### src/rtl/vec_add_stream.sv
// vec_add_stream: streaming element-wise vector adder.
// On a start pulse it reads LENGTH operand pairs from two synchronous read
// memories (v0, v1) at one element per clock and writes the widened sums to
// a third memory (v2) at the same index, two cycles after each read.
// Optional build macro: VEC_ADD_STREAM_SIGNED_EN selects two's-complement
// operands with sign extension; otherwise operands are unsigned.
module vec_add_stream #(
  parameter int unsigned ADDR_W = 7,
  parameter int unsigned DATA_W = 32,
  parameter int unsigned OUT_W  = 64,
  parameter int unsigned LENGTH = 128
) (
  input  logic              clk,
  input  logic              rst_n,
  input  logic              tstart,
  output logic [ADDR_W-1:0] v0_addr,
  output logic              v0_rd_en,
  input  logic [DATA_W-1:0] v0_rd_data,
  output logic [ADDR_W-1:0] v1_addr,
  output logic              v1_rd_en,
  input  logic [DATA_W-1:0] v1_rd_data,
  output logic [ADDR_W-1:0] v2_addr,
  output logic              v2_wr_en,
  output logic [OUT_W-1:0]  v2_wr_data
);

  // Counter is one bit wider than the address so it can reach LENGTH.
  localparam int unsigned CNT_W = ADDR_W + 1;

  typedef enum logic [1:0] {
    IDLE  = 2'd0,
    RUN   = 2'd1,
    DRAIN = 2'd2
  } state_t;

  state_t            state;
  logic [CNT_W-1:0]  idx;
  logic              rd_en_q;
  logic [ADDR_W-1:0] rd_addr_q;
  logic              p1_valid;
  logic [ADDR_W-1:0] p1_addr;
  logic [OUT_W-1:0]  sum_c;

  // Both operand memories are read in lockstep from the same registers.
  assign v0_rd_en = rd_en_q;
  assign v1_rd_en = rd_en_q;
  assign v0_addr  = rd_addr_q;
  assign v1_addr  = rd_addr_q;

`ifdef VEC_ADD_STREAM_SIGNED_EN
  logic signed [DATA_W:0] sum_s_c;

  // Signed add at DATA_W+1 bits, then sign-extend to the result width.
  always_comb begin
    sum_s_c = $signed({v0_rd_data[DATA_W-1], v0_rd_data})
            + $signed({v1_rd_data[DATA_W-1], v1_rd_data});
    sum_c   = OUT_W'(sum_s_c);
  end
`else
  logic [DATA_W:0] sum_u_c;

  // Unsigned add at DATA_W+1 bits, then zero-extend to the result width.
  always_comb begin
    sum_u_c = {1'b0, v0_rd_data} + {1'b0, v1_rd_data};
    sum_c   = OUT_W'(sum_u_c);
  end
`endif

  // Control FSM: issues one read per cycle for indices 0..LENGTH-1.
  always_ff @(posedge clk or negedge rst_n) begin
    if (!rst_n) begin
      state     <= IDLE;
      idx       <= '0;
      rd_en_q   <= 1'b0;
      rd_addr_q <= '0;
    end else begin
      case (state)
        IDLE: begin
          rd_en_q   <= 1'b0;
          rd_addr_q <= '0;
          if (tstart) begin
            state     <= RUN;
            rd_en_q   <= 1'b1;
            rd_addr_q <= '0;
            idx       <= CNT_W'(1);
          end
        end
        RUN: begin
          if (idx == CNT_W'(LENGTH)) begin
            state     <= DRAIN;
            rd_en_q   <= 1'b0;
            rd_addr_q <= '0;
            idx       <= '0;
          end else begin
            rd_en_q   <= 1'b1;
            rd_addr_q <= ADDR_W'(idx);
            idx       <= idx + CNT_W'(1);
          end
        end
        DRAIN: begin
          rd_en_q   <= 1'b0;
          rd_addr_q <= '0;
          // Last write is registered once the pipeline has emptied.
          if (!p1_valid) begin
            state <= IDLE;
          end
        end
        default: begin
          state     <= IDLE;
          idx       <= '0;
          rd_en_q   <= 1'b0;
          rd_addr_q <= '0;
        end
      endcase
    end
  end

  // Tracks which index has read data arriving this cycle.
  always_ff @(posedge clk or negedge rst_n) begin
    if (!rst_n) begin
      p1_valid <= 1'b0;
      p1_addr  <= '0;
    end else begin
      p1_valid <= rd_en_q;
      p1_addr  <= rd_addr_q;
    end
  end

  // Registers the sum and issues the write; data holds when idle.
  always_ff @(posedge clk or negedge rst_n) begin
    if (!rst_n) begin
      v2_wr_en   <= 1'b0;
      v2_addr    <= '0;
      v2_wr_data <= '0;
    end else begin
      v2_wr_en <= p1_valid;
      v2_addr  <= p1_valid ? p1_addr : '0;
      if (p1_valid) begin
        v2_wr_data <= sum_c;
      end
    end
  end

endmodule

### config.mk
export PLATFORM = sky130hd
export DESIGN_NAME = vec_add_stream
export DESIGN_NICKNAME = d
export VERILOG_FILES = /design/src/rtl/vec_add_stream.sv
export SDC_FILE = /design/constraint.sdc
export NUM_CORES = 1
export LEC_CHECK = 0
export CORE_ASPECT_RATIO = 0.5
export CORE_MARGIN = 2
export CORE_UTILIZATION = 38
export DETAILED_ROUTE_END_ITERATION = 7
export GPL_TIMING_DRIVEN = 1
export HOLD_SLACK_MARGIN = 0.1
export PLACE_DENSITY_LB_ADDON = 0.05
export REMOVE_ABC_BUFFERS = 1
export SLEW_MARGIN = 0
export SYNTH_ARGS = -nofsm -noshare
export SYNTH_HDL_FRONTEND = slang
export SYNTH_SLANG_ARGS = --single-unit
### constraint.sdc
create_clock -name clk -period 2.6 [get_ports clk]
set_input_delay 0.52 -clock clk [delete_from_list [all_inputs] [get_ports clk]]
set_output_delay 0.52 -clock clk [all_outputs]
set_load 0.005 [all_outputs]
# After elaboration in Yosys (flattened, before gate mapping)
# Cells that the tools add are included.
# word_totals
reg_bits	67
word_cells	34
out_inout_bits	88
input_bits	67
# classes
addsub	2
reduce_logical	3
bitwise	1
muxes	13
eq_ne	6
# op_table
operator	n
$add A32 B32 Y33	1
$pmux W8 S3	1
$mux W7	3
$mux W8	2
$add A8 B1 Y8 const B	1
$eq A8 B8 Y1 const B	1
$mux W2	3
$ne A2 B2 Y1 const B	3
$pmux W2 S3	1
$reduce_and A3 Y1	1
$eq A2 B1 Y1 const B	1
$eq A2 B2 Y1 const B	1
$logic_not A2 Y1	1
$mux W1	2
$pmux W1 S2	1
$reduce_and A2 Y1	1
$not A1 Y1	1

# Longest topological paths before layout
# depth
ltp_word	3
ltp_mapped	9

# Worst setup path after synthesis
# OpenSTA, ideal clock, no wires.
# synth_timing
kind	input-to-reg
startpoint	in v0_rd_data[0]
endpoint	reg v2_wr_data[28]
setup_slack_ns	-0.105
n_path_buf	0
stages	9
arrival_time_ns	2.601
setup_time_ns	0.104
t_required_ns	2.496
cell_sequence	ha_1 fa_1 a211oi_2 nor2_1 a31oi_2 a311oi_2 a22oi_2 or4b_1 o311ai_1
# synth_via
elab_chain_cells	1
# synth_lines
element	line	rtl
start: declaration	18	input logic [DATA_W-1:0] v0_rd_data,
$add A32 B32 Y33	64	sum_u_c = {1'b0, v0_rd_data} + {1'b0, v1_rd_data};
end signal: assignment	139	v2_wr_data <= sum_c;
end: declaration	24	output logic [OUT_W-1:0] v2_wr_data
# No other way between the ends.
# A chain may end at the register's enable or synchronous reset.

# Final worst setup path
# layout_timing
startpoint	in v1_rd_data[6]
endpoint	reg v2_wr_data[29]
# layout_via
elab_chain_cells	1
# layout_lines
element	line	rtl
start: declaration	21	input logic [DATA_W-1:0] v1_rd_data,
$add A32 B32 Y33	64	
# No other way between the ends.

==> summary by stage <==
Global route
For this run the aggregate overflow at the end of global routing stands at 0. The pin count of the biggest net entering global routing is 68. The total routing resource utilization after global routing is approximately 20%. The first global-routing pass estimated ~21000 microns of wire.

The number of antenna violations at the first check in global routing was 0. The number of global-route vias before repair is approximately 4200.

Synthesis
The part of the Yosys area used for sequential elements is between 30% and 40%. Counting distinct cell types in the post-synthesis netlist gives 67. The fraction of synthesis flops using an asynchronous set or reset pin is 100%. The area of the mapped netlist is 4600 sq um. The count of flip-flops with a built-in enable after synthesis is 0. The number of flip-flops and latches in the synthesized netlist is 67. The total of warnings raised by yosys is 0. A synthesized cell averages about 9.3 sq um.

The cell count after synthesis came out at just under 500. For this run, the leading register cell type out of synthesis is dfrtp_1.

Setup path
The type of the worst setup path is in -> reg. The peak fanout along the critical path is 4. The critical path data required time is ~2900 ps. The signal on the critical path passes through clkdlybuf4s50_1 -> ha_1 -> a21o_1 -> a32o_2 -> o21ai_4 -> a2111oi_4 -> buf_4 -> or4_1 -> nand3_1. The buffers plus inverters on the worst setup path is 2. In this design, the stage delay of the slowest critical-path cell is around 460 ps. In this run the critical register-to-register path is launched from idx[4]$_DFFE_PN0P_.

Among cell families on the critical path, the largest total delay comes from compound AO/OA/AOI/OAI gates. The slowest stage of the critical path is the or4_1 cell. The endpoint type of the worst setup path is a flop. STA classifies the critical path startpoint as a primary input. The first element of the critical path is v1_rd_data[6].

For the worst setup path, the data arrival time is between 2000 and 3000 ps.

Floorplan
The initial utilization of the core area, before any placement, comes to 39.0%. The total number of placement rows is 28. From bottom edge to top edge, the die measures around 80 microns. The number of placed I/O pins is 155. The die is around 160 microns wide. The area of the placeable core is 11800 sq um. The floorplan step defined a die boundary enclosing 13100 sq um.

Timing
For the final database, setup skew stands at around 4.4 ps. In the finished design, the share of the clock period the worst path needs comes to a little over nine tenths. The final number of max-transition violations was 0. Timing would allow up to about 0.39 GHz. In this run the tightest slew margin relative to its limit is 51.1%.

The smallest clock period supported by the final layout is computed as around 2600 ps. The number of failing hold endpoints at the final stage came to 0. The slew at the pin closest to its max-slew limit is between 700 and 800 ps. The total setup violations reported at the end of the flow is 0.

Power
The portion of total power attributed to combinational logic is between 40% and 50%. The analysis attributes to net switching a power of between 1500 and 2000 uW. For this design the static power due to leakage is about 0.0032 uW.

The clock network power share is between 20 and 25%. Overall power consumption after layout is estimated at between 4000 and 5000 uW. Power spread over the standard cell area amounts to 696 nW/um^2. Across the VDD grid, the largest voltage drop is roughly 0.00058 V.

The relative contribution of sequential cells to total power is roughly 34%. Cell internal power was estimated by the tool at approximately 3300 uW. The switching part of the total is 32.4%.

Clocking
The number of levels the H-tree was split into is 3. After clock tree synthesis, the clock-pin slew on the worst setup and hold paths is 60 ps. The clock sink count is 67. Buffers inserted to repair hold after CTS numbered 0. The later pin in the worst-skew pair is clocked with a latency of ~330 ps. The number of buffers on the longest clock path is 2. The TritonCTS clock tree is built. The number of buffers inserted during clock tree synthesis is 9. The buffer type at the clock tree root is clkbuf_16.

Layout
The layout cell share with drive strength beyond 1 is about a quarter. The most common cell after layout, fill and taps aside is clkdlybuf4s50_1. The non-filler instance count after layout is 870. The repair_antennas step left the layout with diodes totalling 0.

In the final design database the tool counted 802 nets. The library cells used most frequently in the layout, excluding fill and tap cells, are clkdlybuf4s50_1 (113), buf_4 (97), dfrtp_1 (66), nand2_1 (35), a21oi_1 (32). The area growth from synthesis to final layout is 54.0%.

Route
The number of DRC markers in iteration 0 is roughly 190. The number of detailed-route iterations in the first pass is 4. The routed wire length on met3 is 701 microns. Summed over all nets, wire length on met2 after detailed routing comes to 6120 microns.

The per-cell via count in the routed design is between 5 and 6. The post-route DRC violation count is 0. The sum of routed wire segments on met1 is between 5000 and 6000 microns. The detailed-route via count is between 4000 and 5000.

The routed length per instance is 14.8 microns. The remaining number of nets flagged by the antenna check after routing is 0. The uppermost layer routed is met4. The final layout contains routed wiring with a total length of between 10000 and 15000 microns.

Place
The number of cells after detailed placement is 851. The number of input and output port buffers inserted is between 100 and 150. Routability-driven placement finished with a final weighted congestion of between 0.8 and 0.9. Once detailed placement completed, the half-perimeter wirelength came to a little under 10000 microns.

Hold path
The tightest min-delay check is of the in -> async type.

Run status
The run finished with clean final reports.

Run
The reported max-cap violation count is 0.
-- cell usage after synthesis (3+ instances only) --
| master | number | area, sq um |
|---|---|---|
| dfrtp_1 | 67 | 1680 |
| buf_4 | 40 | 300 |
| nand2_1 | 38 | 143 |
| a21oi_1 | 36 | 180 |
| ha_1 | 34 | 425 |
| nor2_1 | 30 | 113 |
| o21ai_0 | 21 | 105 |
| and2_1 | 18 | 113 |
| a21o_1 | 17 | 128 |
| nand3_1 | 17 | 85.1 |
| mux2_2 | 15 | 169 |
| a211oi_1 | 11 | 82.6 |
| nand4_1 | 11 | 68.8 |
| xnor2_1 | 11 | 96.3 |
| clkbuf_1 | 10 | 37.5 |
| inv_1 | 8 | 30.0 |
| a31oi_1 | 7 | 43.8 |
| and3_1 | 7 | 43.8 |
| xor2_1 | 7 | 61.3 |
| nor3_1 | 6 | 30.0 |
| o21bai_1 | 6 | 45.0 |
| o31ai_1 | 6 | 45.0 |
| o211ai_1 | 5 | 37.5 |
| buf_2 | 4 | 20.0 |
| nor2b_1 | 4 | 25.0 |
| o21ai_1 | 4 | 20.0 |
| or4_1 | 4 | 30.0 |
| a22o_1 | 3 | 26.3 |
| o21a_1 | 3 | 22.5 |
-- power groups by stage --
stage               clock network (uW)  registers (uW)  logic [uW]
floorplan                            0            1700         812
global placement                     0            1680        2040
detailed placement                   0            1680        2060
CTS                               1180            1670        2080
global route                      1230            1720        2350
finish                            1140            1660        2130
-- metrics by stage --
| stage | util (%) | instance area [sq um] | setup WS (ps) | hold slack [ps] | setup TNS, ps |
|---|---|---|---|---|---|
| after floorplan | - | 4350 | -107 | 224 | -107 |
| after global placement | 55.1 | 6510 | -636 | 378 | -9850 |
| after detailed placement | 55.1 | 6510 | -684 | 387 | -10600 |
| after CTS | 57.7 | 6810 | -43.3 | 215 | -43.3 |
| after global routing | 60.1 | 7090 | -32.9 | 239 | -96.8 |
| final | 60.1 | 7090 | 41.8 | 173 | 0 |
-- registers in the layout, indices dropped and copies added (netlist names) --
register    cells
idx             8
p1_addr         7
p1_valid        1
state           2
v0_addr         7
v0_rd_en        1
v2_addr         7
v2_wr_data     33
v2_wr_en        1
-- what timing repair did --
item / 4_1_cts / 5_1_grt
gates resized for setup: 10 / 52
endpoints found under the setup margin: 16 / 18
buffers inserted: 0 / 4
pin swaps: 8 / 27
hold endpoints to repair: 0 / 0
-- per-layer routing --
layer	GRT usage, %	up-vias
met5	0	-
met4	4.00	0
met3	5.20	11
met2	35.1	108
met1	25.9	2074
li1	-	2162
-- cell type report --
cell class              instances  area, sq um
fillers                      1026         4710
multi-input cells             393         2920
repair buffers                221         1980
flip-flops and latches         67         1680
clock buffers                   9          225
well taps                     165          206
clock inverters                 7         51.3
inverters                       8         30.0
-- final timing paths --
| kind | endpoint | slack, ps | cells after the start |
|---|---|---|---|
| setup reg to reg | idx[4]$_DFFE_PN0P_ | 910 | 6 |
| setup / recovery | v2_wr_data[29]$_DFFE_PN0P_ | 40 | 9 |
| max in group asynchronous | v2_wr_data[5]$_DFFE_PN0P_ | 2060 | 2 |
| min in group clk | p1_addr[4]$_DFF_PN0_ | 400 | 0 |
| hold / removal | v2_wr_data[23]$_DFFE_PN0P_ | 170 | 2 |
| hold reg to reg | p1_addr[4]$_DFF_PN0_ | 400 | 0 |
-- logic make-up after synthesis --
family | after synthesis | synth area share, %
fa+ha+maj | 35 | 9.67
xor+xnor | 18 | 3.42
other cells | 1 | 0.0814
mux | 16 | 3.89
flops | 67 | 36.4
simple gates | 149 | 16.5
compound gates | 144 | 21.3
buf+inv | 65 | 8.70
(Power assumes the default switching activity.)
==> edit: new RTL, config.mk and constraints unchanged <==
The 3 states of `state_t` get a one-hot encoding in 3 bits.
--- a/src/rtl/vec_add_stream.sv
+++ b/src/rtl/vec_add_stream.sv
@@ -27,10 +27,10 @@
   // Counter is one bit wider than the address so it can reach LENGTH.
   localparam int unsigned CNT_W = ADDR_W + 1;
 
-  typedef enum logic [1:0] {
-    IDLE  = 2'd0,
-    RUN   = 2'd1,
-    DRAIN = 2'd2
+  typedef enum logic [2:0] {
+    IDLE  = 3'b001,
+    RUN   = 3'b010,
+    DRAIN = 3'b100
   } state_t;
 
   state_t            state;
Check against the original RTL: same outputs for any inputs over 10 cycles, from zero or initial values and one cycle with rst_n low; not proved beyond that.
==> edit against the original RTL <==
Sequential cell count increased by 1; die area is 3.8% higher; final area rose by 2.3%; fmax increased by 0.98%; global-route usage is 0.74 points lower; synthesized cell count grew 4.0%; total power down 24%; wire length is 0.80% higher; worst setup slack better by 0.025 ns; combinational power down 44%; hold slack gained 0.0099 ns; area after synthesis grew 4.0%; sequential share of layout area is 0.18 points lower.
==> edit: results (changes against the original RTL) <==
Status - finished clean
Yosys warnings - 0 (unchanged)
Reg2Reg Setup Slack - 0.93 ns (+0.02 ns)
Max cap viols - 0 (unchanged)
Most frequent cells after synthesis - 67 x dfrtp_1, 47 x nand2_1, 41 x a21oi_1, 40 x buf_4, 37 x nor2_1
Worst-path maximum fanout - 4 (unchanged)
Via/cell ratio - 4.92 (-1.8%)
Iteration-0 DRC count of the detailed router - 181 (-4.2%)
Met2 WL - 5.72 mm (-6.6%)
Routed met3 length - 729 µm (+4.0%)
CP top delay family - compound AO/OA/AOI/OAI gates
Initial DRT Pass Iterations - 4 (unchanged)
Met1 Use GR - 27.8% (+1.9 points)
First-pass GRT wire length - 21.0 mm (+0.66%)
Int Power - 2.68 mW (-20%)
Drt wl/cell - 14.8 µm (+0.11%)
Ant. Diodes - 0 (unchanged)
Largest regs - v2_wr_data x33, idx x8
Fillers - 1089 (+6.1%)
Final nets - 808 (+0.75%)
Period utilization - 97.4% (-0.96 points)
Synth area leaders - dfrtp_1 35%, ha_1 8.9%, buf_4 6.3%
Top sig layer - met4
FF-to-FF End - state[2]
Max incr delay on CP - 0.45 ns
Pre-CTS setup slack - -0.541 ns (+0.143 ns)
M3 GR Usage - 5.19% (-0.0072 points)
Slew HR - 59.1% (+8.0 points)
RD Place Congestion - 0.823 (-6.9%)
Cell count of the worst reg-to-reg path - 7 (+1)
Worst Hold Margin - 0.183 ns (+0.00988 ns)
Antenna violations before repair - 0 (unchanged)
Largest net degree at the start of global routing - 48 (-29%)
Syn Area/Cell - 9.30 µm² (about the same)
Synth cell types - 73 (+9.0%)
CTS HTree Levels - 3 (unchanged)
Via count - 4307 (-1.1%)
VDD IR max - 0.000307 V (-47%)
Async S/R FF share, synth - 100% (unchanged)
Area post-placement - 6520 µm² (+0.17%)
Worst path slowest cell - clkdlybuf4s50_1
CTS Buf Count - 9 (unchanged)
Leakage - 3.17 nW (about the same)
HPWL Detailed - 9.82 mm (+1.7%)
Worst Setup SP - v0_rd_data[5]
R2r startpoint - state[0]
Register clock-pin slew on the reported worst setup and hold paths - 0.06 ns (about the same)
Met2 usage - 29.8% (-5.3 points)
# placed instances - 856 (+0.59%)
M1 WL - 6.50 mm (+9.0%)
Critical Path AT - 2.80 ns (-0.02 ns)
Sequential area share after synthesis - 35.6% (-0.85 points)
Vias in the first global route - 4151 (-1.6%)
IO Port Bufs - 123 (unchanged)
Layout cells sized above 1 - 24.9% (-0.92 points)
Worst clock skew - 0.00881 ns (+0.00437 ns)
Total track usage - 19.4% (-0.74 points)
==> edit: cell type report <==
type                            instances  area [µm²]  share of cell area (%)
Timing Repair Buffer                  208        1900                    26.1
Inverter                               15        56.3                   0.776
Clock buffer                            9         225                    3.10
Tap cell                              165         206                    2.84
Sequential cell                        68        1700                    23.5
Multi-Input combinational cell        404        3070                    42.3
Clock inverter                          7        98.8                    1.36
==> edit: worst max-delay path by stage <==
| stage | endpoint | slack (ns) | cells past startpoint |
|---|---|---|---|
| after floorplan | v2_wr_data[26] | 0.03 | 9 |
| after CTS | v2_wr_data[27] | -0.008 | 11 |
| final | v2_wr_data[25] | 0.07 | 10 |
| after global routing | v2_wr_data[27] | -0.01 | 11 |
| after global placement | v2_wr_data[31] | -0.48 | 11 |
| after detailed placement | v2_wr_data[24] | -0.54 | 11 |
==> edit: cells by family (layout without fill, tap and decap cells) <==
family | Yosys count | in the layout | synth area share (%)
other cells | 1 | 31 | 0.0783
compound gates | 139 | 139 | 20.7
mux | 16 | 16 | 3.74
simple gates | 163 | 163 | 16.8
fa+ha+maj | 35 | 35 | 9.30
xor+xnor | 20 | 20 | 3.66
buf+inv | 73 | 239 | 10.1
flops | 68 | 68 | 35.6
==> edit: repair_timing <==
item                                    CTS  global route
endpoints found under the setup margin   15            15
buffers inserted                          3             3
resized for setup                        34            41
pin swaps                                19            29
==> edit: power groups by stage <==
stage          Combinational, mW  Sequential (mW)  Clock (mW)
6_report                    1.19             1.22        1.35
5_1_grt                     1.30             1.24        1.44
4_1_cts                     1.14             1.22        1.39
3_5_place_dp                1.08             1.24           0
3_3_place_gp                1.07             1.24           0
2_1_floorplan              0.477             1.24           0
